<file path="src/rtl/mem_pkg.sv">
// Shared types and defaults for the MEM-stage SRAM controller.
package mem_pkg;

   typedef enum logic [1:0] {
      IDLE = 2'd0,
      LOW  = 2'd1,
      HIGH = 2'd2,
      DONE = 2'd3
   } state_e;

   localparam int          SRAM_DW         = 16;
   localparam int          CNT_W           = 4;
   localparam logic [31:0] DEF_BASE_ADDR   = 32'd1024;
   localparam int          DEF_WAIT_CYCLES = 3;

endpackage

</file>
<file path="src/rtl/sram_wait_counter.sv">
// Per-access wait counter: counts 0..WAIT_CYCLES-1 while enabled, wraps on terminal count.
module sram_wait_counter
   import mem_pkg::*;
#(
   parameter int WAIT_CYCLES = DEF_WAIT_CYCLES
) (
   input  logic clk_i,
   input  logic rst_ni,
   input  logic clr_i,
   input  logic en_i,
   output logic tc_o
);

   logic [CNT_W-1:0] cnt_q;
   logic [CNT_W-1:0] cnt_d;

   assign tc_o = (cnt_q == CNT_W'(WAIT_CYCLES - 1));

   always_comb begin
      cnt_d = cnt_q;
      if (clr_i) begin
         cnt_d = '0;
      end else if (en_i) begin
         cnt_d = tc_o ? '0 : cnt_q + CNT_W'(1);
      end
   end

   always_ff @(posedge clk_i or negedge rst_ni) begin
      if (!rst_ni) begin
         cnt_q <= '0;
      end else begin
         cnt_q <= cnt_d;
      end
   end

endmodule

</file>
<file path="src/rtl/mem_stage_sram_ctrl.sv">
// MEM-stage controller: each 32-bit load/store becomes two 16-bit SRAM accesses, stalling via ready_o.
// Optional single-entry read buffer with write-through enabled by `define MEM_RD_BUF_EN.
module mem_stage_sram_ctrl
   import mem_pkg::*;
#(
   parameter logic [31:0] BASE_ADDR   = DEF_BASE_ADDR,
   parameter int          SRAM_AW     = 18,
   parameter int          WAIT_CYCLES = DEF_WAIT_CYCLES
) (
   input  logic               clk_i,
   input  logic               rst_ni,
   input  logic               mem_r_en_i,
   input  logic               mem_w_en_i,
   input  logic [31:0]        alu_res_i,
   input  logic [31:0]        val_rm_i,
   output logic               ready_o,
   output logic [31:0]        mem_rdata_o,
   output logic [SRAM_AW-1:0] sram_addr_o,
   output logic [SRAM_DW-1:0] sram_dq_out_o,
   input  logic [SRAM_DW-1:0] sram_dq_in_i,
   output logic               sram_dq_oe_o,
   output logic               sram_we_n_o
);

   localparam int IW = SRAM_AW - 1;

   state_e             state_q;
   logic               wr_q;
   logic [IW-1:0]      word_q;
   logic [SRAM_DW-1:0] whi_q;
   logic [31:0]        mem_rdata_q;
   logic [SRAM_AW-1:0] sram_addr_q;
   logic [SRAM_DW-1:0] sram_dq_out_q;
   logic               sram_dq_oe_q;
   logic               sram_we_n_q;

   logic [IW-1:0]      word_idx;
   logic               req;
   logic               busy;
   logic               cnt_tc;
   logic               rd_hit;
   logic [31:0]        hit_dat;

   // Wrapping subtract, then truncate so accesses alias modulo the SRAM size.
   assign word_idx = IW'((alu_res_i - BASE_ADDR) >> 2);
   assign req      = mem_r_en_i | mem_w_en_i;
   assign busy     = (state_q == LOW) || (state_q == HIGH);

   assign ready_o  = (state_q == DONE) || ((state_q == IDLE) && (!req || rd_hit));

   assign mem_rdata_o   = mem_rdata_q;
   assign sram_addr_o   = sram_addr_q;
   assign sram_dq_out_o = sram_dq_out_q;
   assign sram_dq_oe_o  = sram_dq_oe_q;
   assign sram_we_n_o   = sram_we_n_q;

   sram_wait_counter #(
      .WAIT_CYCLES(WAIT_CYCLES)
   ) u_wait_cnt (
      .clk_i (clk_i),
      .rst_ni(rst_ni),
      .clr_i (!busy),
      .en_i  (busy),
      .tc_o  (cnt_tc)
   );

`ifdef MEM_RD_BUF_EN
   logic          buf_vld_q;
   logic [IW-1:0] buf_tag_q;
   logic [31:0]   buf_dat_q;

   assign rd_hit  = (state_q == IDLE) && mem_r_en_i && !mem_w_en_i &&
                    buf_vld_q && (buf_tag_q == word_idx);
   assign hit_dat = buf_dat_q;

   // Fill on every completed read; halves of a matching write are mirrored as they finish.
   always_ff @(posedge clk_i or negedge rst_ni) begin
      if (!rst_ni) begin
         buf_vld_q <= 1'b0;
         buf_tag_q <= '0;
         buf_dat_q <= '0;
      end else if (cnt_tc) begin
         if ((state_q == LOW) && wr_q && buf_vld_q && (buf_tag_q == word_q)) begin
            buf_dat_q[SRAM_DW-1:0] <= sram_dq_out_q;
         end
         if (state_q == HIGH) begin
            if (!wr_q) begin
               buf_vld_q <= 1'b1;
               buf_tag_q <= word_q;
               buf_dat_q <= {sram_dq_in_i, mem_rdata_q[SRAM_DW-1:0]};
            end else if (buf_vld_q && (buf_tag_q == word_q)) begin
               buf_dat_q[31:SRAM_DW] <= sram_dq_out_q;
            end
         end
      end
   end
`else
   assign rd_hit  = 1'b0;
   assign hit_dat = '0;
`endif

   always_ff @(posedge clk_i or negedge rst_ni) begin
      if (!rst_ni) begin
         state_q       <= IDLE;
         wr_q          <= 1'b0;
         word_q        <= '0;
         whi_q         <= '0;
         mem_rdata_q   <= '0;
         sram_addr_q   <= '0;
         sram_dq_out_q <= '0;
         sram_dq_oe_q  <= 1'b0;
         sram_we_n_q   <= 1'b1;
      end else begin
         case (state_q)
            IDLE: begin
               if (rd_hit) begin
                  mem_rdata_q <= hit_dat;
               end else if (req) begin
                  state_q     <= LOW;
                  wr_q        <= mem_w_en_i;
                  word_q      <= word_idx;
                  whi_q       <= val_rm_i[31:SRAM_DW];
                  sram_addr_q <= {word_idx, 1'b0};
                  if (mem_w_en_i) begin
                     sram_dq_out_q <= val_rm_i[SRAM_DW-1:0];
                     sram_dq_oe_q  <= 1'b1;
                     sram_we_n_q   <= 1'b0;
                  end
               end
            end
            LOW: begin
               if (cnt_tc) begin
                  state_q     <= HIGH;
                  sram_addr_q <= {word_q, 1'b1};
                  if (wr_q) begin
                     sram_dq_out_q <= whi_q;
                  end else begin
                     mem_rdata_q[SRAM_DW-1:0] <= sram_dq_in_i;
                  end
               end
            end
            HIGH: begin
               if (cnt_tc) begin
                  state_q      <= DONE;
                  sram_dq_oe_q <= 1'b0;
                  sram_we_n_q  <= 1'b1;
                  if (!wr_q) begin
                     mem_rdata_q[31:SRAM_DW] <= sram_dq_in_i;
                  end
               end
            end
            DONE: begin
               state_q <= IDLE;
            end
            default: begin
               state_q <= IDLE;
            end
         endcase
      end
   end

endmodule

</file>
<file path="config.mk">
export PLATFORM = sky130hd
export DESIGN_NAME = mem_stage_sram_ctrl
export DESIGN_NICKNAME = d
export VERILOG_FILES = /design/src/rtl/mem_pkg.sv /design/src/rtl/sram_wait_counter.sv /design/src/rtl/mem_stage_sram_ctrl.sv
export SDC_FILE = /design/constraint.sdc
export NUM_CORES = 1
export LEC_CHECK = 0
export CAP_MARGIN = 15
export CORE_UTILIZATION = 35
export DETAILED_ROUTE_END_ITERATION = 10
export GPL_TIMING_DRIVEN = 1
export PLACE_DENSITY = 0.7
export SLEW_MARGIN = 20
export SYNTH_ARGS = -nofsm -noshare
export SYNTH_HDL_FRONTEND = slang
export SYNTH_HIERARCHICAL = 1
export SYNTH_SLANG_ARGS = --single-unit
</file>
<file path="constraint.sdc">
create_clock -name clk_i -period 3.96 [get_ports clk_i]
set_input_delay 0.792 -clock clk_i [delete_from_list [all_inputs] [get_ports clk_i]]
set_output_delay 0.792 -clock clk_i [all_outputs]
set_load 0.01 [all_outputs]
</file>
==> metrics, run 1 <==
asr flop ratio synth 1.00; via/cell ratio 4.80; largest cells by area after synthesis dfrtp_1 57%, mux2_2 12%, mux2i_1 5.3%; Ant. Diodes 0; Fillers 1,211; Slew HR 0.321; share of the synthesized area in the top cell type 0.566; Comb pwr share 0.465; Post-DP HPWL 7.32 mm; switching share of power 0.345; most frequent cell after synthesis dfrtp_1; Max Fclk 0.319 GHz; Leakage 2.70 nW; vias in the first global route 3,461; Internal 3.42 mW; CP max FO 7; Site Rows 42; router iterations before antenna repair 6; CP max-delay cell clkdlybuf4s50_1; cell count after synthesis 376; DIE AREA 0.0140 mm^2; met2 WL post-DR 4.95 mm; die span in y 118 um; Psw 1.80 mW; critical path arrival ~2.4 ns; nets between 600 and 700; final hold violations 0; status complete, no violations; Final Slew Violations 0; final critical-path required period approximately 3.1 ns; Hold WC Path Type reg -> reg; Post-synth top cells 107 x dfrtp_1, 49 x mux2_2, 27 x nand2_1, 27 x nor2_1, 25 x mux2i_1; clock buffer count from CTS 9; GPL Wtd Cong 0.734; core area 0.0132 mm^2; H-tree levels 3; worst-margin pin slew 1.02 ns; critical path launch point type primary input; Power Density around 800 mW/mm^2; hold buffer count at cts 0; initial antenna violation count 0; share of the yosys chip area belonging to registers 0.571; Max Cap Viol 0; I/O pins 153; Post-CTS Setup Inserts 0; Final Skew 0.00726 ns; via count 3,320; ys flop type dfrtp_1; Critical Path, Cell by Cell clkdlybuf4s50_1, nor3b_4, or2_2, clkdlybuf4s50_1; port bufs 137; clk sink count roughly 110; first-pass GRT wire length 17.1 mm; metal3 WL ~940 um; Reg power frac 0.370; setup violators final 0; flops & latches, synth 108; Initial DRC Count approximately 110; VDD IR-drop max 0.000382 V; CP top delay family buffers and inverters; Post-DRT Antenna Nets 0; synthesized area per cell 12.6 um^2; CTS tree built; WL met1 4.27 mm; final WL 10.2 mm; worst hold slack 0.482 ns; Worst Path Required 3.17 ns; pin count of the biggest net entering global routing 65; synthesized area 0.00473 mm^2; Final TNS setup 0 ns; CP endpoint kind primary output; Die X 118 um; initial core utilization 0.359; DRC 0; max layer used met4; CP max stage delay ~0.57 ns; critical path class in -> out; clock root cell clkbuf_16; post-synth cell types 42; final period utilization 0.792; YS warnings 6; Post-synth EDFFs 0; GR Overflow Total 0; synthesis-to-finish area growth 38.4%; post_cts resized 0; Worst-Skew Late Latency 0.35 ns; Buf/Inv on CP 2; Clock power frac 0.165; CTS max path bufs 2; unrepaired setup endpoints after global routing false; leading area contributor after synthesis dfrtp_1; CTS clk-pin slew, worst paths approximately 0.070 ns; Mapped Nets 467; total track usage 0.157; layout cells sized above 1 0.184; post-DR wirelength/cell 14.8 um; Worst path most repeated cell clkdlybuf4s50_1
==> per-stage QoR <==
stage / area (um^2) / total power [mW] / setup slack (ns) / std cells / util
finish: 6550 / 5.22 / 0.822 / 691 / 0.497
floorplan: 4730 / 3.37 / 1.87 / 376 / -
global placement: 6260 / 4.33 / 0.821 / 675 / 0.475
global route: 6550 / 5.60 / 0.728 / 691 / 0.497
detailed placement: 6260 / 4.42 / 0.812 / 675 / 0.475
CTS: 6550 / 5.30 / 0.800 / 691 / 0.497
==> final cells by class <==
cell class	instances	area, um^2	area share
clock inverters	5	35.0	0.00535
clock buffers	11	253	0.0386
well taps	176	220	0.0336
inverters	8	30.0	0.00458
flip-flops and latches	108	2700	0.413
multi-input cells	241	1900	0.290
repair buffers	142	1410	0.215
==> kinds of logic (layout without fill, tap and decap cells) <==
kind of cell | after synthesis | count (layout) | synth area share
AND/OR/NAND/NOR | 82 | 82 | 0.0915
XOR/XNOR | 7 | 7 | 0.0130
flip-flops | 108 | 108 | 0.571
adder cells (fa/ha/maj) | 7 | 7 | 0.0185
buffers and inverters | 27 | 166 | 0.0312
multiplexers | 84 | 84 | 0.193
AO/OA/AOI/OAI | 61 | 61 | 0.0812
==> final timing paths <==
kind | slack [ns] | to | start | depth (start not counted)
worst max-delay path | 0.82 | ready_o | mem_w_en_i | 4
worst min-delay path | 0.48 | sram_addr_o[5]$_DFFE_PN0P_ | sram_addr_o[5]$_DFFE_PN0P_ | 2
worst max register to register | 1.32 | sram_addr_o[17]$_DFFE_PN0P_ | u_wait_cnt/cnt_q[0]$_DFFE_PN0P_ | 8
worst min register to register | 0.48 | sram_addr_o[5]$_DFFE_PN0P_ | sram_addr_o[5]$_DFFE_PN0P_ | 2
max in group asynchronous | 2.55 | sram_we_n_o$_DFFE_PN1P_ | rst_ni | 2
min in group asynchronous | 0.52 | mem_rdata_o[1]$_DFFE_PN0P_ | rst_ni | 1
==> cell usage in the layout, fill, tap and decap left out, types with 3 or more instances in the layout <==
master,count
a21oi_1,23
dfrtp_1,107
ha_1,6
nor2b_1,3
clkdlybuf4s50_1,136
nand2b_1,3
xnor2_1,7
o21ai_2,7
nand2_1,27
nor2_1,27
clkbuf_16,9
nor3b_1,3
o21ai_0,10
mux2_1,10
mux2i_1,25
inv_1,8
mux2_2,49
buf_4,6
o21ai_1,9
==> sequential cells by signal, indices dropped and copies added (netlist names) <==
| signal | flops |
|---|---|
| mem_rdata_o | 32 |
| sram_addr_o | 18 |
| word_q | 17 |
| sram_dq_out_o | 16 |
| whi_q | 16 |
| u_wait_cnt/cnt_q | 4 |
| state_q | 2 |
| sram_dq_oe_o | 1 |
| sram_we_n_o | 1 |
| wr_q | 1 |
==> routing by layer <==
layer  GRT usage  up-vias
met2       0.261      115
met1       0.180     1625
met3      0.0743        9
li1            -     1571
met5           0        -
met4      0.0385        0
==> power by group through the flow <==
stage	Clock [mW]	Sequential (mW)	Combinational [mW]
detailed placement	0	1.95	2.47
CTS	0.889	1.94	2.47
floorplan	0	2.07	1.29
global route	0.937	2.00	2.66
finish	0.860	1.93	2.43
global placement	0	1.92	2.41
==> worst register-to-register path, cell delays in order (launching register included) <==
cell and delay (ns):
dfrtp_1 0.42, inv_1 0.07, ha_1 0.12, or3b_1 0.40, inv_1 0.23, nor2b_1 0.13
or3_1 0.74, a32oi_1 0.32, o21ai_1 0.09
(Power assumes the default switching activity.)
==> run 2, diff against run 1 <==
--- a/config.mk
+++ b/config.mk
@@ -9,7 +9,7 @@
 export CORE_UTILIZATION = 35
 export DETAILED_ROUTE_END_ITERATION = 10
 export GPL_TIMING_DRIVEN = 1
-export PLACE_DENSITY = 0.7
+export PLACE_DENSITY = 0.73
 export SLEW_MARGIN = 20
 export SYNTH_ARGS = -nofsm -noshare
 export SYNTH_HDL_FRONTEND = slang
==> constraint.sdc (replaced) <==
create_clock -name clk_i -period 2.8 [get_ports clk_i]
set_input_delay 0.56 -clock clk_i [delete_from_list [all_inputs] [get_ports clk_i]]
set_output_delay 0.56 -clock clk_i [all_outputs]
set_load 0.01 [all_outputs]
==> run 2 against run 1 <==
- the run now ends with DRC left
- die area unchanged
- global-route usage increased by 0.41 points
- total power increased by 45%
- register-to-register slack got worse by 0.86 ns
- utilization increased by 0.73 points
==> metrics, run 2 (synthesized netlist as in run 1, its figures left out) <==
Critical Path, Cell by Cell inv_1, ha_1, nor3b_4, or2_2, clkdlybuf4s50_1; Fillers 1,177 (-2.8%); DIE AREA 0.0140 mm^2 (unchanged); total track usage 0.161 (+0.00415); final hold violations 0 (unchanged); GR Overflow Total 0 (unchanged); critical path launch point type flop; CTS tree built; Final Slew Violations 0 (unchanged); critical path arrival 2.00 ns (-0.35 ns); CP max-delay cell clkdlybuf4s50_1; Ant. Diodes 0 (unchanged); Post-DRT Antenna Nets 0 (unchanged); port bufs 137 (unchanged); CTS clk-pin slew, worst paths 0.08 ns (about the same); critical path class reg -> out; Max Cap Viol 0 (unchanged); post_cts resized 0 (unchanged); H-tree levels 3 (unchanged); vias in the first global route 3,540 (+2.3%); Total Power 7.57 mW (+45%); setup violators final 0 (unchanged); Site Rows 42 (unchanged); CP endpoint kind primary output; final period utilization 0.913; Slew HR 0.625 (+0.304); max reg flops 32 (unchanged); core area 0.0132 mm^2 (unchanged); unrepaired setup endpoints after global routing false; nets 608 (+1.2%); commonest cells after routing, fill and taps aside 136 x clkdlybuf4s50_1, 107 x dfrtp_1, 49 x mux2_2; pin count of the biggest net entering global routing 68 (+4.6%); Post-CTS Setup Inserts 0 (unchanged); DRC 1 (+1); Worst Path Required 2.24 ns (-0.93 ns); Hold WC Path Type in -> async; Worst-Skew Late Latency 0.35 ns (about the same); GPL Wtd Cong 0.747 (+1.8%); Die X 118 um (unchanged); final critical-path required period 2.56 ns; Final TNS setup 0 ns (unchanged); clock root cell clkbuf_16; Post-DP HPWL 7.63 mm (+4.3%); Final Skew 0.00732 ns (+0.0000665 ns); layout cells sized above 1 0.195 (+0.0109); Final Instance Area 0.00665 mm^2 (+1.5%); Placed Instance Area 0.00634 mm^2 (+1.2%); CP max FO 3 (-4); Power Density 1140 mW/mm^2 (+43%); hold buffer count at cts 0 (unchanged); Leakage 2.76 nW (+2.0%); router iterations before antenna repair 7 (+1); commonest non-fill, non-tap cell in the layout clkdlybuf4s50_1; die span in y 118 um (unchanged); clk sink count 108 (unchanged); post-DR wirelength/cell 15.2 um (+2.4%); VDD IR-drop max 0.000631 V (+65%); post-layout util 0.504 (+0.00730); status finished, violations left; clock buffer count from CTS 9 (unchanged); synthesis-to-finish area growth 40.5%; initial antenna violation count 0 (unchanged); final WL 10.6 mm (+3.4%); CTS max path bufs 2 (unchanged); first-pass GRT wire length 17.5 mm (+2.4%); CP max stage delay 0.53 ns (-0.04 ns); via/cell ratio 4.86 (+1.1%); Max Fclk 0.391 GHz; via count 3,389 (+2.1%); failing checks DRC; worst-margin pin slew 0.562 ns (-0.457 ns); Initial DRC Count 92 (-14%); I/O pins 153 (unchanged); initial core utilization 0.359 (unchanged)
==> run 2: worst max-delay path: cells and delay by family (launching register included) <==
family,cells,cell delay [ns]
AND/OR/NAND/NOR,2,0.39
flip-flops,1,0.41
buffers and inverters,2,0.65
adder cells (fa/ha/maj),1,0.20
==> run 2: worst paths after layout <==
kind | start | endpoint | slack (ns) | cells after the start
worst min-delay path | rst_ni | word_q[7]$_DFFE_PN0P_ | 0.21 | 2
worst max register to register | u_wait_cnt/cnt_q[0]$_DFFE_PN0P_ | sram_dq_out_o[0]$_DFFE_PN0P_ | 0.46 | 9
min in group clk_i | word_q[10]$_DFFE_PN0P_ | word_q[10]$_DFFE_PN0P_ | 0.48 | 2
worst min register to register | word_q[10]$_DFFE_PN0P_ | word_q[10]$_DFFE_PN0P_ | 0.48 | 2
max in group asynchronous | rst_ni | sram_we_n_o$_DFFE_PN1P_ | 2.14 | 2
worst max-delay path | state_q[0]$_DFFE_PN0P_ | ready_o | 0.24 | 5
==> run 2: metal layers <==
layer	GRT usage	vias to the layer above	routed length (um)	share of wire
li1	-	1592	-	-
met1	0.177	1652	4210	0.40
met2	0.274	132	5140	0.49
met3	0.0758	13	1100	0.10
met4	0.0489	0	139	0.013
met5	0	-	0	0
==> run 2: cell type report <==
type | instances | area (um^2) | share of cell area
sequential | 108 | 2700 | 0.407
multi-input combinational | 241 | 1900 | 0.286
timing repair buffer | 149 | 1480 | 0.223
clock buffer | 9 | 225 | 0.0339
tap | 176 | 220 | 0.0331
clock inverter | 7 | 81.3 | 0.0122
inverter | 8 | 30.0 | 0.00452
==> run 2: per-stage QoR <==
| stage | hold slack (ns) | setup slack [ns] | std cells |
|---|---|---|---|
| 6_report | 0.210 | 0.244 | 698 |
| 5_1_grt | 0.235 | 0.116 | 698 |
| 4_1_cts | 0.226 | 0.204 | 698 |
| 3_5_place_dp | 0.471 | 0.256 | 682 |
| 2_1_floorplan | 0.264 | 0.714 | 376 |
| 3_3_place_gp | 0.462 | 0.266 | 682 |
==> run 2: power by group <==
group          switching [mW]  internal [mW]
Combinational            1.62           1.90
Clock                   0.597          0.710
Sequential              0.402           2.34
==> run 3, diff against run 2 <==
--- a/config.mk
+++ b/config.mk
@@ -10,7 +10,6 @@
 export DETAILED_ROUTE_END_ITERATION = 10
 export GPL_TIMING_DRIVEN = 1
 export PLACE_DENSITY = 0.73
-export SLEW_MARGIN = 20
 export SYNTH_ARGS = -nofsm -noshare
 export SYNTH_HDL_FRONTEND = slang
 export SYNTH_HIERARCHICAL = 1
==> results of run 3 <==
Same layout as run 2: the final DEF is identical, and so are final timing and power.
